`src/rtl/cpi_pkg.sv`:
```
// Shared types and defaults for the CPI agent-side link endpoint.
package cpi_pkg;

   typedef enum logic [2:0] {
      LINK_IDLE,
      LINK_CONN,
      LINK_UP,
      LINK_DISC,
      LINK_FATAL
   } link_state_e;

   localparam logic [3:0] PID_CXL_CACHE = 4'h1;
   localparam logic [3:0] PID_CXL_MEM   = 4'h2;
   localparam logic [3:0] PID_CXL_IO    = 4'h3;

   localparam int unsigned CPI_HDR_W  = 129;
   localparam int unsigned CPI_DATA_W = 128;
   localparam int unsigned CPI_BE_W   = 4;

endpackage

```
`src/rtl/cpi_tag_tracker.sv`:
```
// In-flight tag vector with lowest-free-tag allocation and tag retirement.
module cpi_tag_tracker
   import cpi_pkg::*;
#(
   parameter int unsigned MAX_OUTST = 8,
   parameter int unsigned TAG_W     = $clog2(MAX_OUTST)
) (
   input  logic                 clk_i,
   input  logic                 rst_ni,
   input  logic                 alloc_i,
   input  logic                 retire_i,
   input  logic [TAG_W-1:0]     retire_tag_i,
   output logic [TAG_W-1:0]     free_tag_o,
   output logic                 full_o,
   output logic [MAX_OUTST-1:0] in_flight_o,
   output logic [TAG_W:0]       cnt_o
);

   localparam logic [TAG_W:0] CNT_ONE = 1;

   logic [MAX_OUTST-1:0] in_flight_q, in_flight_d;
   logic [TAG_W:0]       cnt_q, cnt_d;
   logic                 retire_hit;

   assign retire_hit = retire_i & in_flight_q[retire_tag_i];

   // Scan downward so the last assignment wins with the lowest free index.
   always_comb begin
      free_tag_o = '0;
      for (int unsigned i = MAX_OUTST; i > 0; i--) begin
         if (!in_flight_q[i-1]) free_tag_o = TAG_W'(i - 1);
      end
   end

   always_comb begin
      in_flight_d = in_flight_q;
      if (alloc_i)    in_flight_d[free_tag_o]   = 1'b1;
      if (retire_hit) in_flight_d[retire_tag_i] = 1'b0;
   end

   always_comb begin
      cnt_d = cnt_q;
      unique case ({alloc_i, retire_hit})
         2'b10:   cnt_d = cnt_q + CNT_ONE;
         2'b01:   cnt_d = cnt_q - CNT_ONE;
         default: cnt_d = cnt_q;
      endcase
   end

   always_ff @(posedge clk_i or negedge rst_ni) begin
      if (!rst_ni) begin
         in_flight_q <= '0;
         cnt_q       <= '0;
      end else begin
         in_flight_q <= in_flight_d;
         cnt_q       <= cnt_d;
      end
   end

   assign full_o      = &in_flight_q;
   assign in_flight_o = in_flight_q;
   assign cnt_o       = cnt_q;

endmodule

```
`src/rtl/cpi_agent_initiator.sv`:
```
// Agent-side CPI endpoint: link handshake FSM, A2F request/data issue,
// tag tracking and F2A response / read-data return to the client.
module cpi_agent_initiator
   import cpi_pkg::*;
#(
   parameter int unsigned HDR_W        = CPI_HDR_W,
   parameter int unsigned DATA_W       = CPI_DATA_W,
   parameter int unsigned BE_W         = CPI_BE_W,
   parameter int unsigned MAX_OUTST    = 8,
   parameter int unsigned TAG_W        = $clog2(MAX_OUTST),
   parameter int unsigned CONN_TIMEOUT = 1024
) (
   input  logic              ag_clk,
   input  logic              ag_rst,
   input  logic              link_en,
   input  logic              cmd_valid,
   output logic              cmd_ready,
   input  logic [3:0]        cmd_protocol_id,
   input  logic [HDR_W-1:0]  cmd_header,
   input  logic              cmd_has_data,
   input  logic              wdata_valid,
   output logic              wdata_ready,
   input  logic [DATA_W-1:0] wdata_body,
   input  logic [BE_W-1:0]   wdata_byte_en,
   input  logic              wdata_eop,
   output logic              a2f_txcon_req,
   input  logic              a2f_rxcon_ack,
   input  logic              a2f_rxdiscon_nack,
   input  logic              a2f_rx_empty,
   output logic              a2f_fatal,
   input  logic              f2a_txcon_req,
   output logic              f2a_rxcon_ack,
   output logic              f2a_rxdiscon_nack,
   output logic              f2a_rx_empty,
   input  logic              f2a_fatal,
   output logic              a2f_req_is_valid,
   output logic [3:0]        a2f_req_protocol_id,
   output logic [HDR_W-1:0]  a2f_req_header,
   output logic              a2f_rsp_is_valid,
   output logic [3:0]        a2f_rsp_protocol_id,
   output logic [HDR_W-1:0]  a2f_rsp_header,
   input  logic              a2f_rsp_excrd_valid,
   output logic              a2f_data_is_valid,
   output logic [3:0]        a2f_data_protocol_id,
   output logic [DATA_W-1:0] a2f_data_header,
   output logic [DATA_W-1:0] a2f_data_body,
   output logic [BE_W-1:0]   a2f_data_byte_en,
   output logic              a2f_data_poison,
   output logic              a2f_data_parity,
   output logic              a2f_data_eop,
   input  logic              f2a_rsp_is_valid,
   input  logic [3:0]        f2a_rsp_protocol_id,
   input  logic [HDR_W-1:0]  f2a_rsp_header,
   output logic              f2a_rsp_excrd_valid,
   input  logic              f2a_data_is_valid,
   input  logic [3:0]        f2a_data_protocol_id,
   input  logic [DATA_W-1:0] f2a_data_header,
   input  logic [DATA_W-1:0] f2a_data_body,
   input  logic [BE_W-1:0]   f2a_data_byte_en,
   input  logic              f2a_data_poison,
   input  logic              f2a_data_parity,
   input  logic              f2a_data_eop,
   output logic              rsp_valid,
   output logic [3:0]        rsp_protocol_id,
   output logic [HDR_W-1:0]  rsp_header,
   output logic              rsp_err,
   output logic              rd_valid,
   output logic [DATA_W-1:0] rd_body,
   output logic [BE_W-1:0]   rd_byte_en,
   output logic              rd_eop,
   output logic              rd_poison,
   output logic              link_up,
   output logic              link_fatal,
   output logic              conn_timeout,
   output logic [TAG_W:0]    outst_cnt
);

   localparam int unsigned TMR_W = $clog2(CONN_TIMEOUT + 1);

   link_state_e          link_q, link_d;
   logic [TMR_W-1:0]     conn_tmr_q, conn_tmr_d;
   logic                 tmr_expired, fatal_evt;
   logic                 cmd_accept, beat_accept;
   logic                 trk_full;
   logic [TAG_W-1:0]     free_tag;
   logic [MAX_OUTST-1:0] in_flight;
   logic [HDR_W-1:0]     issued_hdr;

   logic                 burst_q, conn_timeout_q, f2a_ack_q, rx_empty_q;
   logic [3:0]           burst_pid_q;
   logic [DATA_W-1:0]    burst_hdr_q;
   logic                 req_valid_q;
   logic [3:0]           req_pid_q;
   logic [HDR_W-1:0]     req_hdr_q;
   logic                 dat_valid_q, dat_par_q, dat_eop_q;
   logic [3:0]           dat_pid_q;
   logic [DATA_W-1:0]    dat_hdr_q, dat_body_q;
   logic [BE_W-1:0]      dat_be_q;
   logic                 rsp_valid_q, rsp_err_q;
   logic [3:0]           rsp_pid_q;
   logic [HDR_W-1:0]     rsp_hdr_q;
   logic                 rd_valid_q, rd_eop_q, rd_poison_q;
   logic [DATA_W-1:0]    rd_body_q;
   logic [BE_W-1:0]      rd_be_q;
   logic                 unused_inputs;

   assign tmr_expired = (conn_tmr_q == TMR_W'(CONN_TIMEOUT - 1));
   assign fatal_evt   = f2a_fatal | (f2a_data_is_valid & (f2a_data_parity != ^f2a_data_body));
   assign cmd_accept  = cmd_valid & cmd_ready;
   assign beat_accept = wdata_valid & wdata_ready;
   assign issued_hdr  = {cmd_header[HDR_W-1:TAG_W], free_tag};

   always_ff @(posedge ag_clk or negedge ag_rst) begin
      if (!ag_rst) link_q <= LINK_IDLE;
      else         link_q <= link_d;
   end

   always_comb begin
      link_d = link_q;
      if (fatal_evt) begin
         link_d = LINK_FATAL;
      end else begin
         unique case (link_q)
            LINK_IDLE: if (link_en) link_d = LINK_CONN;
            LINK_CONN: begin
               if (a2f_rxcon_ack)    link_d = LINK_UP;
               else if (tmr_expired) link_d = LINK_IDLE;
            end
            LINK_UP:   if (!link_en && outst_cnt == '0 && !burst_q) link_d = LINK_DISC;
            LINK_DISC: begin
               if (a2f_rxdiscon_nack)   link_d = LINK_UP;
               else if (!a2f_rxcon_ack) link_d = LINK_IDLE;
            end
            LINK_FATAL: link_d = LINK_FATAL;
            default:    link_d = LINK_IDLE;
         endcase
      end
   end

   always_comb begin
      a2f_txcon_req = (link_q == LINK_CONN) || (link_q == LINK_UP);
      link_up       = (link_q == LINK_UP);
      a2f_fatal     = (link_q == LINK_FATAL);
      link_fatal    = (link_q == LINK_FATAL);
      cmd_ready     = (link_q == LINK_UP) && !trk_full && !burst_q;
      wdata_ready   = burst_q && (link_q != LINK_FATAL);
      f2a_rxcon_ack = f2a_ack_q && (link_q != LINK_FATAL);
   end

   assign conn_tmr_d = (link_q == LINK_CONN) ? conn_tmr_q + TMR_W'(1) : '0;

   cpi_tag_tracker #(
      .MAX_OUTST (MAX_OUTST),
      .TAG_W     (TAG_W)
   ) u_tags (
      .clk_i        (ag_clk),
      .rst_ni       (ag_rst),
      .alloc_i      (cmd_accept),
      .retire_i     (f2a_rsp_is_valid),
      .retire_tag_i (f2a_rsp_header[TAG_W-1:0]),
      .free_tag_o   (free_tag),
      .full_o       (trk_full),
      .in_flight_o  (in_flight),
      .cnt_o        (outst_cnt)
   );

   // The data header mirrors the request header, zero-extended or truncated to DATA_W.
   always_ff @(posedge ag_clk or negedge ag_rst) begin
      if (!ag_rst) begin
         conn_tmr_q     <= '0;
         conn_timeout_q <= 1'b0;
         f2a_ack_q      <= 1'b0;
         rx_empty_q     <= 1'b0;
         burst_q        <= 1'b0;
         burst_pid_q    <= '0;
         burst_hdr_q    <= '0;
         req_valid_q    <= 1'b0;
         req_pid_q      <= '0;
         req_hdr_q      <= '0;
         dat_valid_q    <= 1'b0;
         dat_pid_q      <= '0;
         dat_hdr_q      <= '0;
         dat_body_q     <= '0;
         dat_be_q       <= '0;
         dat_par_q      <= 1'b0;
         dat_eop_q      <= 1'b0;
         rsp_valid_q    <= 1'b0;
         rsp_err_q      <= 1'b0;
         rsp_pid_q      <= '0;
         rsp_hdr_q      <= '0;
         rd_valid_q     <= 1'b0;
         rd_body_q      <= '0;
         rd_be_q        <= '0;
         rd_eop_q       <= 1'b0;
         rd_poison_q    <= 1'b0;
      end else begin
         conn_tmr_q     <= conn_tmr_d;
         conn_timeout_q <= (link_q == LINK_CONN) && tmr_expired && !a2f_rxcon_ack && !fatal_evt;
         f2a_ack_q      <= f2a_txcon_req;
         rx_empty_q     <= !(f2a_rsp_is_valid || f2a_data_is_valid);

         if (cmd_accept && cmd_has_data) begin
            burst_q     <= 1'b1;
            burst_pid_q <= cmd_protocol_id;
            burst_hdr_q <= DATA_W'(issued_hdr);
         end else if (beat_accept && wdata_eop) begin
            burst_q <= 1'b0;
         end

         req_valid_q <= cmd_accept;
         if (cmd_accept) begin
            req_pid_q <= cmd_protocol_id;
            req_hdr_q <= issued_hdr;
         end

         dat_valid_q <= beat_accept;
         if (beat_accept) begin
            dat_pid_q  <= burst_pid_q;
            dat_hdr_q  <= burst_hdr_q;
            dat_body_q <= wdata_body;
            dat_be_q   <= wdata_byte_en;
            dat_par_q  <= ^wdata_body;
            dat_eop_q  <= wdata_eop;
         end

         rsp_valid_q <= f2a_rsp_is_valid;
         if (f2a_rsp_is_valid) begin
            rsp_err_q <= !in_flight[f2a_rsp_header[TAG_W-1:0]];
            rsp_pid_q <= f2a_rsp_protocol_id;
            rsp_hdr_q <= f2a_rsp_header;
         end

         rd_valid_q <= f2a_data_is_valid;
         if (f2a_data_is_valid) begin
            rd_body_q   <= f2a_data_body;
            rd_be_q     <= f2a_data_byte_en;
            rd_eop_q    <= f2a_data_eop;
            rd_poison_q <= f2a_data_poison;
         end
      end
   end

   assign conn_timeout         = conn_timeout_q;
   assign f2a_rx_empty         = rx_empty_q;
   assign f2a_rxdiscon_nack    = 1'b0;
   assign f2a_rsp_excrd_valid  = 1'b0;
   assign a2f_rsp_is_valid     = 1'b0;
   assign a2f_rsp_protocol_id  = '0;
   assign a2f_rsp_header       = '0;
   assign a2f_req_is_valid     = req_valid_q;
   assign a2f_req_protocol_id  = req_pid_q;
   assign a2f_req_header       = req_hdr_q;
   assign a2f_data_is_valid    = dat_valid_q;
   assign a2f_data_protocol_id = dat_pid_q;
   assign a2f_data_header      = dat_hdr_q;
   assign a2f_data_body        = dat_body_q;
   assign a2f_data_byte_en     = dat_be_q;
   assign a2f_data_poison      = 1'b0;
   assign a2f_data_parity      = dat_par_q;
   assign a2f_data_eop         = dat_eop_q;
   assign rsp_valid            = rsp_valid_q;
   assign rsp_protocol_id      = rsp_pid_q;
   assign rsp_header           = rsp_hdr_q;
   assign rsp_err              = rsp_err_q;
   assign rd_valid             = rd_valid_q;
   assign rd_body              = rd_body_q;
   assign rd_byte_en           = rd_be_q;
   assign rd_eop               = rd_eop_q;
   assign rd_poison            = rd_poison_q;

   assign unused_inputs = &{1'b0, a2f_rx_empty, a2f_rsp_excrd_valid, f2a_data_protocol_id,
                            f2a_data_header, cmd_header[TAG_W-1:0]};

endmodule

```
`config.mk`:
```
export PLATFORM = sky130hd
export DESIGN_NAME = cpi_agent_initiator
export DESIGN_NICKNAME = d
export VERILOG_FILES = /design/src/rtl/cpi_pkg.sv /design/src/rtl/cpi_tag_tracker.sv /design/src/rtl/cpi_agent_initiator.sv
export SDC_FILE = /design/constraint.sdc
export NUM_CORES = 1
export LEC_CHECK = 0
export ABC_CLOCK_PERIOD_IN_PS = 9500
export CAP_MARGIN = 25
export CORE_AREA = 2 2 577 579
export CTS_CLUSTER_SIZE = 28
export DETAILED_ROUTE_END_ITERATION = 8
export DIE_AREA = 0 0 579 581
export PLACE_DENSITY = 0.3
export SETUP_SLACK_MARGIN = 0.2
export SKIP_CTS_REPAIR_TIMING = 1
export SLEW_MARGIN = 20
export SYNTH_ARGS = -nofsm -noshare
export SYNTH_HDL_FRONTEND = slang
export SYNTH_SLANG_ARGS = --single-unit
export TNS_END_PERCENT = 30
```
`constraint.sdc`:
```
create_clock -name ag_clk -period 9.5 [get_ports ag_clk]
set_clock_uncertainty 0.1 [all_clocks]
set_input_delay 1.9 -clock ag_clk [delete_from_list [all_inputs] [get_ports ag_clk]]
set_output_delay 1.9 -clock ag_clk [all_outputs]
set_load 0.1 [all_outputs]
```
==> metrics.yaml <==
syn_area_per_cell_um2: 11.2
grt_pass1_wl_mm: 255
drv_cap: 0
setup_ws_ps: 4050
num_vias: 26700
die_height_um: 581
cts_buffers: 121
finalSetupViolations: 0
synth-seq-cells: 833
end_kind: "output pin"
yosys_warnings: 0
max_freq_mhz: 183
clkTransAtPathRegs_ps: 60
antenna_found_initial: 101
leakagePower_nw: 25.2
cts_tree: "yes"
period_needed_ps: 5450
crit_type: "flip-flop to output pin"
drive_above_1_share_pct: 17.3
io_pins: 1501
drc: 0
portBuffers: 1226
wl_per_cell_um: 21.2
holdWs_ps: 353
ff2ff_path_depth: 12
cts.path.max_buffers: 4
antenna_left: 0
async_flop_share_pct: 100
rrSetupSlack_ps: 5120
r2r-end: "u_tags.cnt_o[3]"
place_inst: 8641
syn_area_um2: 34500
crit_path_start_kind: "flip-flop"
hold_depth: 2
crit_fanout: 7
worst-path-buf-inv: 1
cp_slowest_cell: "clkdlybuf4s50_1"
hold_path.startpoint: "burst_hdr_q[67]"
min_to: "a2f_data_header[67]"
reg2reg_from: "link_q[1]"
maxSlewViolCount: 0
cts_sinks: 833
synthCells: 3088
dieArea_um2: 336000
tightest_slew_ps: 1110
cts_max_level: 3
min_path_type: "flip-flop to flip-flop"
core-area_um2: 330000
first_global_vias: 28200
final.setup.tns_ps: 0
rsz0062_at_grt: "no"
grt-ovfl-total: 0
timing.final.crit_share_pct: 57.4
die_w_um: 579
synth.distinct_cells: 45
hpwl_mm: 148
root_buffer: "clkbuf_16"
cp_cell_sequence: "or3b_2 > nor3_2 > clkdlybuf4s50_1"
preCtsSetupSlack_ps: 3970
area_delta_synth_final_pct: 65.9
grt_max_degree: 134
final_cell_area_um2: 57200
std_cell_rows: 211
hold_viol: 0
max-vdd-ir-drop_mv: 0.158
vias_per_cell: 3.00
final_nets: 5084
drt-total-wl_mm: 189
relSlewSlack_pct: 25.9
cp.required_ps: 7500
power_density_nw_per_um2: 193
crit_family: "buffers and inverters"
dr.first_iter.drc_count: 995
track_usage_pct: 10.9
postPlaceCellArea_um2: 53100
final_cells: 8900
ys_seq_area_share_pct: 60.5
synth_edf_count: 0
synth_ff_type: "dfrtp_1"
arrival_ps: 3450
utilization_pct: 17.3
gp_congestion: 0.768
max_stage_delay_ps: 1180
worstSkewPairLatency_ps: 890
power_mw: 11.0
status: "complete, no violations"
start_util_pct: 10.5
drt_first_pass_iters: 5
[worst max path at each step]
stage	startpoint	endpoint	slack (ps)	cells after the start
finish	link_q[1]	cmd_ready	4050	3
global placement	cmd_valid	u_tags.cnt_o[3]	3930	11
detailed placement	cmd_valid	u_tags.cnt_o[3]	3970	11
floorplan	link_q[0]	wdata_ready	3210	2
CTS	link_q[1]	cmd_ready	3920	3
global route	link_q[1]	cmd_ready	3920	3
[cells in the mapped netlist (2+ instances only)]
cell type	count	area share, %
buf_2	29	0.42
nor3_1	4	0.058
inv_1	10	0.11
a21oi_1	19	0.28
or3_1	3	0.054
mux2_1	11	0.36
nand3_1	4	0.058
dfrtp_1	833	60
buf_1	6	0.065
a21boi_0	2	0.044
nand2_1	1206	13
nor2b_1	5	0.091
xor2_1	35	0.89
buf_4	138	3.0
mux4_2	2	0.13
nand4_1	4	0.073
o21ai_0	13	0.19
a31oi_1	3	0.054
nor2_1	20	0.22
mux2_2	386	13
clkbuf_1	100	1.1
a41oi_1	2	0.051
xnor2_1	225	5.7
xnor2_2	2	0.094
and2_1	2	0.036
and3_1	2	0.036
ha_1	4	0.15
[worst register-to-register path, stage by stage, from the launching register on]
cell and delay, ps:
dfrtp_1 550, or3b_2 620, nor3_2 210, and2_4 540, buf_4 540, inv_8 340, ha_1 370, ha_1 280
a21o_1 170, a21oi_1 170, xnor2_1 130, nor2_1 70, xor2_1 150
[cell usage in the layout (no fill, tap or decap), drive strengths merged, types with 3 or more instances in the layout]
| cell | instances |
|---|---|
| nand2 | 1206 |
| clkdlybuf4s50 | 1138 |
| dfrtp | 833 |
| mux2 | 397 |
| xnor2 | 227 |
| buf | 187 |
| clkbuf | 181 |
| conb | 137 |
| diode | 38 |
| xor2 | 35 |
| clkinv | 28 |
| nor2 | 20 |
| a21oi | 19 |
| o21ai | 13 |
| inv | 11 |
| clkinvlp | 6 |
| nor2b | 5 |
| bufinv | 5 |
| nor3 | 5 |
| nand4 | 4 |
| nand3 | 4 |
| ha | 4 |
| a31oi | 3 |
| or3 | 3 |
[power by group]
part | leakage [nW] | total [mW] | switching (mW) | internal [mW]
logic | 12.2 | 2.74 | 1.89 | 0.849
clock network | 1.94 | 4.55 | 1.84 | 2.71
registers | 11.0 | 3.76 | 0.0878 | 3.68
total | 25.2 | 11.0 | 3.82 | 7.23
[layer usage]
metal  vias to the layer above  GRT usage, %  routed length (um)
li1                      12300             -                   -
met1                     13000          10.4               63700
met2                      1048          20.9              101000
met3                       295          5.26               20000
met4                        96          2.25                3360
met5                         -             0                 628
[state kept, by name, indices dropped and copies added (netlist names), 3 cells and up]
signal	flops
a2f_data_body	128
a2f_data_byte_en	4
a2f_data_header	128
a2f_data_protocol_id	4
a2f_req_header	129
a2f_req_protocol_id	4
burst_hdr_q	128
burst_pid_q	4
conn_tmr_q	11
link_q	3
rd_body	128
rd_byte_en	4
rsp_header	129
rsp_protocol_id	4
u_tags.cnt_o	4
u_tags.in_flight_o	8
[cells by family (layout without fill, tap and decap cells)]
group,count (synthesis),after routing,synth area share (%)
fa+ha+maj,5,5,0.203
flops,833,833,60.5
other cells,1,175,0.0109
buf+inv,284,1556,4.70
simple gates,1256,1256,13.9
compound gates,46,46,0.799
xor+xnor,263,263,6.77
mux,400,400,13.1
[cell type report]
type / count / area (um2)
Inverter: 11 / 56.3
Clock inverter: 39 / 390
Multi-Input combinational cell: 2107 / 12500
Fill cell: 36500 / 273000
Sequential cell: 833 / 20800
Timing Repair Buffer: 1325 / 14200
Clock buffer: 181 / 3560
Tap cell: 4366 / 5460
Antenna cell: 38 / 95.1
No activity file was read; power rests on OpenSTA's default activity.
